File: config.mk
export PLATFORM = sky130hd
export DESIGN_NAME = order_book_levels
export DESIGN_NICKNAME = d
export VERILOG_FILES = /design/src/rtl/book_pkg.sv /design/src/rtl/level_locate.sv /design/src/rtl/order_book_levels.sv
export SDC_FILE = /design/constraint.sdc
export NUM_CORES = 2
export LEC_CHECK = 0
export CORE_ASPECT_RATIO = 1.4
export CORE_UTILIZATION = 55
export CTS_CLUSTER_DIAMETER = 40
export DETAILED_ROUTE_END_ITERATION = 10
export MAX_ROUTING_LAYER = met4
export PLACE_DENSITY = 0.8
export SLEW_MARGIN = 20
export SYNTH_ARGS = -nofsm -noshare
export SYNTH_HDL_FRONTEND = slang
export SYNTH_HIERARCHICAL = 1
export SYNTH_SLANG_ARGS = --single-unit
File: constraint.sdc
create_clock -name clkIn -period 7.8 [get_ports clkIn]
set_input_delay 2.34 -clock clkIn [delete_from_list [all_inputs] [get_ports clkIn]]
set_output_delay 2.34 -clock clkIn [all_outputs]
set_load 0.01 [all_outputs]
File: src/rtl/book_pkg.sv
// Shared types for the price-level book: update op codes, FSM states and the
// level record used when a level is handled as one unit.
package book_pkg;

  localparam int PRICE_W_DEF = 32;
  localparam int QUANT_W_DEF = 32;

  typedef enum logic {
    ADD    = 1'b0,
    REDUCE = 1'b1
  } bookOpType;

  typedef enum logic [1:0] {
    IDLE  = 2'd0,
    CMP   = 2'd1,
    APPLY = 2'd2
  } bookStateType;

  typedef struct packed {
    logic [PRICE_W_DEF-1:0] price;
    logic [QUANT_W_DEF-1:0] quant;
  } bookLevelType;

endpackage

File: src/rtl/level_locate.sv
// Parallel compare of one update price against every occupied level: finds an
// equal-price level and the first level the new price beats.
module level_locate #(
  parameter int DEPTH   = 5,
  parameter int PRICE_W = 32,
  parameter bit IS_BUY  = 1'b1,
  parameter int IDX_W   = $clog2(DEPTH + 2)
) (
  input  logic [PRICE_W-1:0] price_i,
  input  logic [PRICE_W-1:0] level_price_i [1:DEPTH],
  input  logic [IDX_W-1:0]   level_cnt_i,
  output logic               hit_o,
  output logic [IDX_W-1:0]   hit_idx_o,
  output logic [IDX_W-1:0]   ins_idx_o
);

  logic found;
  logic beats;

  always_comb begin
    hit_o     = 1'b0;
    hit_idx_o = IDX_W'(1);
    ins_idx_o = level_cnt_i + IDX_W'(1);
    found     = 1'b0;
    beats     = 1'b0;
    for (int i = 1; i <= DEPTH; i++) begin
      if (IDX_W'(i) <= level_cnt_i) begin
        if (!hit_o && (level_price_i[i] == price_i)) begin
          hit_o     = 1'b1;
          hit_idx_o = IDX_W'(i);
        end
        // Buy side ranks higher prices first, sell side lower prices first.
        beats = IS_BUY ? (price_i > level_price_i[i]) : (price_i < level_price_i[i]);
        if (!found && beats) begin
          found     = 1'b1;
          ins_idx_o = IDX_W'(i);
        end
      end
    end
  end

endmodule

File: src/rtl/order_book_levels.sv
// Single-side aggregated price-level book. Each update runs IDLE -> CMP -> APPLY;
// handshake: an update is taken on a clock edge where updValidIn and updReadyOut are both high.
module order_book_levels
  import book_pkg::*;
#(
  parameter int DEPTH   = 5,
  parameter int PRICE_W = 32,
  parameter int QUANT_W = 32,
  parameter bit IS_BUY  = 1'b1
) (
  input  logic                       clkIn,
  input  logic                       rstIn,
  input  logic                       updValidIn,
  output logic                       updReadyOut,
  input  logic                       updOpIn,
  input  logic [PRICE_W-1:0]         updPriceIn,
  input  logic [QUANT_W-1:0]         updQuantIn,
  output logic [PRICE_W-1:0]         priceLevelsOut [1:DEPTH],
  output logic [QUANT_W-1:0]         quantLevelsOut [1:DEPTH],
  output logic [$clog2(DEPTH+1)-1:0] levelCntOut,
  output logic                       updatedOut,
  output logic                       evictOut,
  output logic                       missOut,
  output bookStateType               dbgStateOut
);

  localparam int CNT_W = $clog2(DEPTH + 1);
  localparam int IDX_W = $clog2(DEPTH + 2);
  localparam logic [CNT_W-1:0] FULL_CNT  = CNT_W'(DEPTH);
  localparam logic [IDX_W-1:0] IDX_DEPTH = IDX_W'(DEPTH);

  bookStateType         state_q, state_d;
  bookOpType            op_q;
  logic [PRICE_W-1:0]   price_q;
  logic [QUANT_W-1:0]   quant_q;
  logic                 hit_q;
  logic [IDX_W-1:0]     hit_idx_q, ins_idx_q;
  logic [PRICE_W-1:0]   lvl_price_q [1:DEPTH];
  logic [PRICE_W-1:0]   lvl_price_d [1:DEPTH];
  logic [QUANT_W-1:0]   lvl_quant_q [1:DEPTH];
  logic [QUANT_W-1:0]   lvl_quant_d [1:DEPTH];
  logic [CNT_W-1:0]     cnt_q, cnt_d;
  logic                 upd_q, upd_d, evict_q, evict_d, miss_q, miss_d;

  logic                 loc_hit;
  logic [IDX_W-1:0]     loc_hit_idx, loc_ins_idx, cnt_ext;
  logic [QUANT_W-1:0]   hit_quant;
  logic [QUANT_W:0]     sum;

  assign cnt_ext = IDX_W'(cnt_q);

  level_locate #(
    .DEPTH  (DEPTH),
    .PRICE_W(PRICE_W),
    .IS_BUY (IS_BUY),
    .IDX_W  (IDX_W)
  ) u_locate (
    .price_i      (price_q),
    .level_price_i(lvl_price_q),
    .level_cnt_i  (cnt_ext),
    .hit_o        (loc_hit),
    .hit_idx_o    (loc_hit_idx),
    .ins_idx_o    (loc_ins_idx)
  );

  always_comb begin
    state_d = state_q;
    case (state_q)
      IDLE:    if (updValidIn) state_d = CMP;
      CMP:     state_d = APPLY;
      APPLY:   state_d = IDLE;
      default: state_d = IDLE;
    endcase
  end

  always_comb begin
    lvl_price_d = lvl_price_q;
    lvl_quant_d = lvl_quant_q;
    cnt_d       = cnt_q;
    upd_d       = 1'b0;
    evict_d     = 1'b0;
    miss_d      = 1'b0;
    hit_quant   = '0;
    for (int i = 1; i <= DEPTH; i++) begin
      if (IDX_W'(i) == hit_idx_q) hit_quant = lvl_quant_q[i];
    end
    sum = {1'b0, hit_quant} + {1'b0, quant_q};
    if (state_q == APPLY) begin
      if ((quant_q == '0) || ((op_q == ADD) && (price_q == '0))) begin
        miss_d = 1'b1;
      end else if ((op_q == ADD) && hit_q) begin
        for (int i = 1; i <= DEPTH; i++) begin
          if (IDX_W'(i) == hit_idx_q) lvl_quant_d[i] = sum[QUANT_W] ? '1 : sum[QUANT_W-1:0];
        end
        // An already saturated level does not change.
        upd_d = ~&hit_quant;
      end else if ((op_q == ADD) && (ins_idx_q <= IDX_DEPTH)) begin
        for (int i = 2; i <= DEPTH; i++) begin
          if (IDX_W'(i) > ins_idx_q) begin
            lvl_price_d[i] = lvl_price_q[i-1];
            lvl_quant_d[i] = lvl_quant_q[i-1];
          end
        end
        for (int i = 1; i <= DEPTH; i++) begin
          if (IDX_W'(i) == ins_idx_q) begin
            lvl_price_d[i] = price_q;
            lvl_quant_d[i] = quant_q;
          end
        end
        evict_d = (cnt_q == FULL_CNT);
        if (cnt_q != FULL_CNT) cnt_d = cnt_q + CNT_W'(1);
        upd_d = 1'b1;
      end else if ((op_q == ADD) || !hit_q) begin
        miss_d = 1'b1;
      end else if (quant_q < hit_quant) begin
        for (int i = 1; i <= DEPTH; i++) begin
          if (IDX_W'(i) == hit_idx_q) lvl_quant_d[i] = hit_quant - quant_q;
        end
        upd_d = 1'b1;
      end else begin
        for (int i = 1; i < DEPTH; i++) begin
          if (IDX_W'(i) >= hit_idx_q) begin
            lvl_price_d[i] = lvl_price_q[i+1];
            lvl_quant_d[i] = lvl_quant_q[i+1];
          end
        end
        lvl_price_d[DEPTH] = '0;
        lvl_quant_d[DEPTH] = '0;
        cnt_d = cnt_q - CNT_W'(1);
        upd_d = 1'b1;
      end
    end
  end

  always_ff @(posedge clkIn) begin
    if (rstIn) begin
      state_q   <= IDLE;
      op_q      <= ADD;
      price_q   <= '0;
      quant_q   <= '0;
      hit_q     <= 1'b0;
      hit_idx_q <= '0;
      ins_idx_q <= '0;
      for (int i = 1; i <= DEPTH; i++) begin
        lvl_price_q[i] <= '0;
        lvl_quant_q[i] <= '0;
      end
      cnt_q   <= '0;
      upd_q   <= 1'b0;
      evict_q <= 1'b0;
      miss_q  <= 1'b0;
    end else begin
      state_q <= state_d;
      if ((state_q == IDLE) && updValidIn) begin
        op_q    <= bookOpType'(updOpIn);
        price_q <= updPriceIn;
        quant_q <= updQuantIn;
      end
      if (state_q == CMP) begin
        hit_q     <= loc_hit;
        hit_idx_q <= loc_hit_idx;
        ins_idx_q <= loc_ins_idx;
      end
      lvl_price_q <= lvl_price_d;
      lvl_quant_q <= lvl_quant_d;
      cnt_q       <= cnt_d;
      upd_q       <= upd_d;
      evict_q     <= evict_d;
      miss_q      <= miss_d;
    end
  end

  assign updReadyOut    = (state_q == IDLE);
  assign priceLevelsOut = lvl_price_q;
  assign quantLevelsOut = lvl_quant_q;
  assign levelCntOut    = cnt_q;
  assign updatedOut     = upd_q;
  assign evictOut       = evict_q;
  assign missOut        = miss_q;
  assign dbgStateOut    = state_q;

endmodule

After elaboration in Yosys (flattened, before gate mapping). Cells that the tools add are included.

Register bits after elaboration: 400. Bits of input ports: 68. Output and inout bits: 329. Word-level logic and storage cells: 242.

Add/sub/neg operators: 4. Order comparisons: 20. Equal/unequal tests: 44. Mux-type cells: 98. Bitwise operators: 5. Reduce and logical (&&, ||, !) cells: 50.

Operator list (number): $mux 32 (42); $mux 160 (7); $eq 32x32->1 (5); $gt 32x32->1 (5); $logic_not 32->1 (2); $mux 3 (21); $reduce_and 7->1 (8); $add 32x32->33 (1); $lt 32x32->1 (1); $reduce_and 32->1 (1); $sub 32x32->32 (1); $mux 1 (25); $reduce_and 6->1 (3); $ne 4x2->1 const B (4); $reduce_bool 4->1 (4); $ne 3x3->1 const B (5); $eq 2x3->1 const A (4); $eq 3x3->1 const A (4); $logic_and 1x1->1 (12); $ne 3x1->1 const B (4); $logic_not 1->1 (10); $ne 2x1->1 const B (5); $ne 2x2->1 const B (5); $ne 4x4->1 const B (2); 25 further kinds (40).

Logic depth before layout (Yosys ltp).
Word-level depth: 19. Depth in mapped cells: 20. Mapped depth without buffers: 16.

Hierarchy. The synthesis kept the hierarchy.

Modules (own cells, without submodules): order_book_levels (instances 1, cells an instance 3479, area each 24933.9 µm², sequential area each 8007.7 µm²); level_locate (instances 1, cells an instance 597, area each 4269.1 µm², sequential area each 0.0 µm²).

Worst setup path after synthesis. OpenSTA, ideal clock, no wires.

Path kind: register -> register. From: register hit_idx_q[0]. To: register lvl_quant_q, in the netlist quantLevelsOut[52]. Arrival: 4.470 ns. Required time: 7.709 ns. Slack: 3.239 ns. Stages on the path, launching flop included: 19. Path buffers: 4. Period minus slack after synthesis: 4.561 ns. Cell sequence: dfxtp_1 > clkbuf_1 > clkbuf_1 > clkbuf_1 > a22oi_1 > o22ai_1 > inv_1 > ha_1 > fa_1 > nand2b_1 > a2111oi_4 > o211ai_2 > a21o_2 > o2bb2ai_1 > and2_1 > a2111oi_4 > buf_2 > nor2_1 > a311oi_1.

Word-level cells in the longest chain between the ends: 12. Elaborated cells between the ends (all ways): 25. Those cells by class: 2 x add/sub; 2 x order compare; 7 x eq/ne; 12 x mux; 2 x reduce/logical.

Ends and longest elaborated chain: start: declaration (line order_book_levels.sv:37) `logic [IDX_W-1:0] hit_idx_q, ins_idx_q;`; start signal: assignment (line order_book_levels.sv:161) `hit_idx_q <= loc_hit_idx;`; $eq 1x3->1 (line order_book_levels.sv:85) `if (IDX_W'(i) == hit_idx_q) hit_quant = lvl_quant_q[i];`; $mux 32 (5 in a row) (line order_book_levels.sv:85); $sub 32x32->32 (line order_book_levels.sv:117) `if (IDX_W'(i) == hit_idx_q) lvl_quant_d[i] = hit_quant - quant_q;`; $mux 32 (line order_book_levels.sv:117); $mux 160 (line order_book_levels.sv:115) `end else if (quant_q < hit_quant) begin`; $mux 160 (line order_book_levels.sv:113) `end else if ((op_q == ADD) || !hit_q) begin`; $mux 160 (line order_book_levels.sv:97) `end else if ((op_q == ADD) && (ins_idx_q <= IDX_DEPTH)) begin`; $mux 160 (line order_book_levels.sv:91) `end else if ((op_q == ADD) && hit_q) begin`; end signal: assignment (line order_book_levels.sv:165) `lvl_quant_q <= lvl_quant_d;`; end: declaration (line order_book_levels.sv:40) `logic [QUANT_W-1:0] lvl_quant_q [1:DEPTH];`.

Parallel ways exist; a longest one is shown, timed or not. The select of a mux whose other input is x is not followed. A chain may end at the register's enable or synchronous reset.

Worst setup path in the final report.
From: register hit_idx_q[1]. To: register lvl_quant_q, in the netlist quantLevelsOut[77].

The elaborated chain is that of the path after synthesis.

==> impl_metrics.toml <==
[floorplanning]
die_h_microns = 275
fp.dieW_microns = 197
io_pins = 397
rows = 99
start_util_pct = 55.9
dieArea_sq_um = 54000
core_area_sq_um = 52300

[drt]
via_per_inst = 6.78
final_antenna_net_count = 0
dr_total_vias = 34100
remaining_drc_errors = 0
dr.pass1.iters = 9
wirelength_microns = 129000
drtIter0Drc = 3899
post_drt_wl_per_cell_microns = 25.7

[pwr]
cellLeakagePower_nw = 12.3
clock_power_share_pct = 43.3
comb_power_share_pct = 18.3
finalPower_mw = 5.91
p_switching_mw = 1.90
ir_worst_vdd_uv = 192
switching_share_pct = 32.2
p_per_area_nw_per_um2 = 168
intPower_mw = 4.01
pwr-share-seq_pct = 38.4

[worst_hold_path]
hold_end = "priceLevelsOut[51]$_SDFFE_PP0P_"
hp-class = "flip-flop to flip-flop"
hold_start = "priceLevelsOut[51]$_SDFFE_PP0P_"
hold_depth = 2

[synthesis]
ys_types = 93
yosysSeqAreaShare_pct = 27.4
async_reset_ff_share_pct = 0
syn_area_per_cell_sq_um = 7.16
synth_cells = 4076
synth-seq-cells = 400
ys_warn_count = 6
syn-num-nets = 4374
netlist_area_sq_um = 29200
ys.flop_type = "dfxtp_1"
ys_top_cells_by_area = "dfxtp_1 (27%), nand2_1 (10%), ha_1 (9.7%)"
synth_top_area_share_pct = 27.4
ys_top_cells_by_count = "nand2_1 (781), a21oi_1 (469), nor2_1 (402)"
synth_edf_count = 0
yosysMostFrequentCell = "nand2_1"
yosysTopAreaCell = "dfxtp_1"

[cts]
cts.sinks = 400
insertion_delay_ns = 0.64
cts_buffers = 54
cts.hold.buffers_added = 0
cts_root_buffer = "clkbuf_16"
post_cts_resized = 0
cts.path.max_buffers = 3
post-cts-setup-buffer-count = 0
clk_pin_slew_ns = 0.06
tritoncts = "built"
htree_levels = 2

[flow_run]
max-cap-violations = 0

[global_routing]
grt_pass1_wl_microns = 192000
grt_max_degree = 231
overflow = 0
grt_usage_pct = 47.5
grt_pass1_vias = 31400
antenna_found_initial = 3

[worst_setup_path]
cp.required_ns = 8.33
critPathMaxFanout = 21
reg2regPathDepth = 17
r2r-start = "hit_idx_q[1]$_SDFFE_PP0N_"
startpoint_type = "flip-flop"
reg2reg_slack_ns = 1.37
worstPathArrival_ns = 6.96
crit_type = "flip-flop to flip-flop"
r2r_end = "quantLevelsOut[77]$_SDFFE_PP0P_"
cp-end-kind = "flip-flop"

[sta]
worstMarginPinSlew_ns = 1.24
final_hold_viol_count = 0
final.setup.tns_ns = 0
slew_headroom_pct = 16.4
slew_viol_final = 0
finalClockSkew_ns = 0.0312
min_period_ns = 6.43
fmaxAchievable_mhz = 156
rsz0062_at_grt = "false"
fin_ws_ns = 1.37
setup_viol = 0
holdWs_ns = 0.520
fin_crit_sh_pct = 82.4

[cells_and_area]
drive_above_1_share_pct = 5.53
area_growth_pct = 20.8
final_nets = 4578

[placement]
dp_hpwl_microns = 89400
gp_congestion = 1.13
portBuffers = 396
dp_worst_setup_slack_ns = 1.63

[outcome]
status = "finished, final reports clean"
==> power groups by stage <==
stage | logic (mW) | registers, mW | clock network, mW
floorplan | 0.651 | 2.26 | 0
detailed placement | 1.04 | 2.31 | 0
finish | 1.08 | 2.27 | 2.56
global placement | 1.03 | 2.31 | 0
CTS | 1.05 | 2.26 | 2.55
global route | 1.15 | 2.27 | 2.64
==> kinds of logic after synthesis <==
kind of cell    count (synthesis)  share of synthesized area (%)
buf+inv                       558                           7.46
mux                           124                           4.33
fa+ha+maj                     230                           9.93
simple gates                 1530                           22.5
flops                         400                           27.4
compound gates               1218                           27.9
xor+xnor                       16                          0.480
==> stage by stage <==
step,util (%),cells,instance area (sq um)
final,67.5,5031,35300
after global routing,67.5,5030,35300
after CTS,67.4,5028,35300
after detailed placement,63.9,4931,33400
after global placement,63.9,4931,33400
after floorplan,-,4076,29200
==> flip-flops by register name (all words and copies together) (netlist names) <==
signal	flops
op_q	1
quant_q	32
dbgStateOut	2
missOut	1
levelCntOut	3
ins_idx_q	3
evictOut	1
priceLevelsOut	160
updatedOut	1
hit_idx_q	3
price_q	32
hit_q	1
quantLevelsOut	160
==> routing by layer <==
metal	vias to the layer above	global-route usage (%)	wire, microns
li1	15000	-	-
met1	15900	52.6	45500
met2	2441	75.1	59300
met3	697	9.18	13100
met4	0	36.7	11600
met5	-	-	0
==> worst max-delay path by stage <==
stage / from / endpoint / slack (ns) / cells after the start
after floorplan: hit_idx_q[0]$_SDFFE_PP0N_ / quantLevelsOut[52]$_SDFFE_PP0P_ / 3.24 / 18
after global placement: hit_idx_q[1]$_SDFFE_PP0N_ / quantLevelsOut[77]$_SDFFE_PP0P_ / 1.69 / 17
after detailed placement: hit_idx_q[1]$_SDFFE_PP0N_ / quantLevelsOut[109]$_SDFFE_PP0P_ / 1.63 / 17
after CTS: hit_idx_q[1]$_SDFFE_PP0N_ / quantLevelsOut[141]$_SDFFE_PP0P_ / 1.59 / 17
after global routing: hit_idx_q[1]$_SDFFE_PP0N_ / quantLevelsOut[77]$_SDFFE_PP0P_ / 1.18 / 17
final: hit_idx_q[1]$_SDFFE_PP0N_ / quantLevelsOut[77]$_SDFFE_PP0P_ / 1.37 / 17
==> worst max-delay path, stage by stage (launching register included) <==
cell and delay, ns:
dfxtp_2 0.63, nor2b_2 0.23, buf_4 0.34, nor2b_1 0.18, buf_4 0.25, a221oi_1 0.12
a21oi_1 0.64, ha_1 0.46, o211ai_1 0.25, a2111oi_4 0.35, o211ai_2 0.18, a21o_2 0.27
a21oi_2 0.82, buf_4 0.41, a221oi_1 0.13, o21ai_1 0.62, a221oi_1 0.11, a211oi_1 0.29
==> final cells by class <==
| cell class | count | area [sq um] |
|---|---|---|
| multi-input combinational | 3118 | 19100 |
| fill | 4523 | 17000 |
| sequential | 400 | 8010 |
| timing repair buffer | 456 | 4470 |
| clock buffer | 64 | 1450 |
| inverter | 250 | 938 |
| tap | 707 | 885 |
| clock inverter | 33 | 389 |
| antenna | 3 | 7.51 |
==> placed cells by master (no fill, tap or decap), types with 11 or more instances in the layout <==
cell type,synthesis,layout
o21ai_0,96,96
a22oi_1,39,39
a31oi_1,49,48
o21ai_1,12,12
buf_4,4,55
clkdlybuf4s50_1,0,395
mux2_2,19,19
nor2b_1,33,31
ha_1,227,227
dfxtp_1,400,398
a211oi_1,82,82
xnor2_1,12,12
nor4_1,28,28
nor2_1,402,398
nand2b_1,15,15
a221oi_1,60,60
nor3_1,85,85
o211ai_1,53,53
o31ai_1,15,15
nand2_1,781,778
a21oi_1,469,469
a311o_1,32,32
o21bai_1,25,25
a311oi_1,125,125
a221o_1,12,11
nand4_1,50,50
mux2i_1,105,105
nand3_1,62,62
o22ai_1,23,23
a21o_1,31,31
inv_1,247,246
clkbuf_16,0,54
Note: power is estimated with default switching activity, not from simulation.
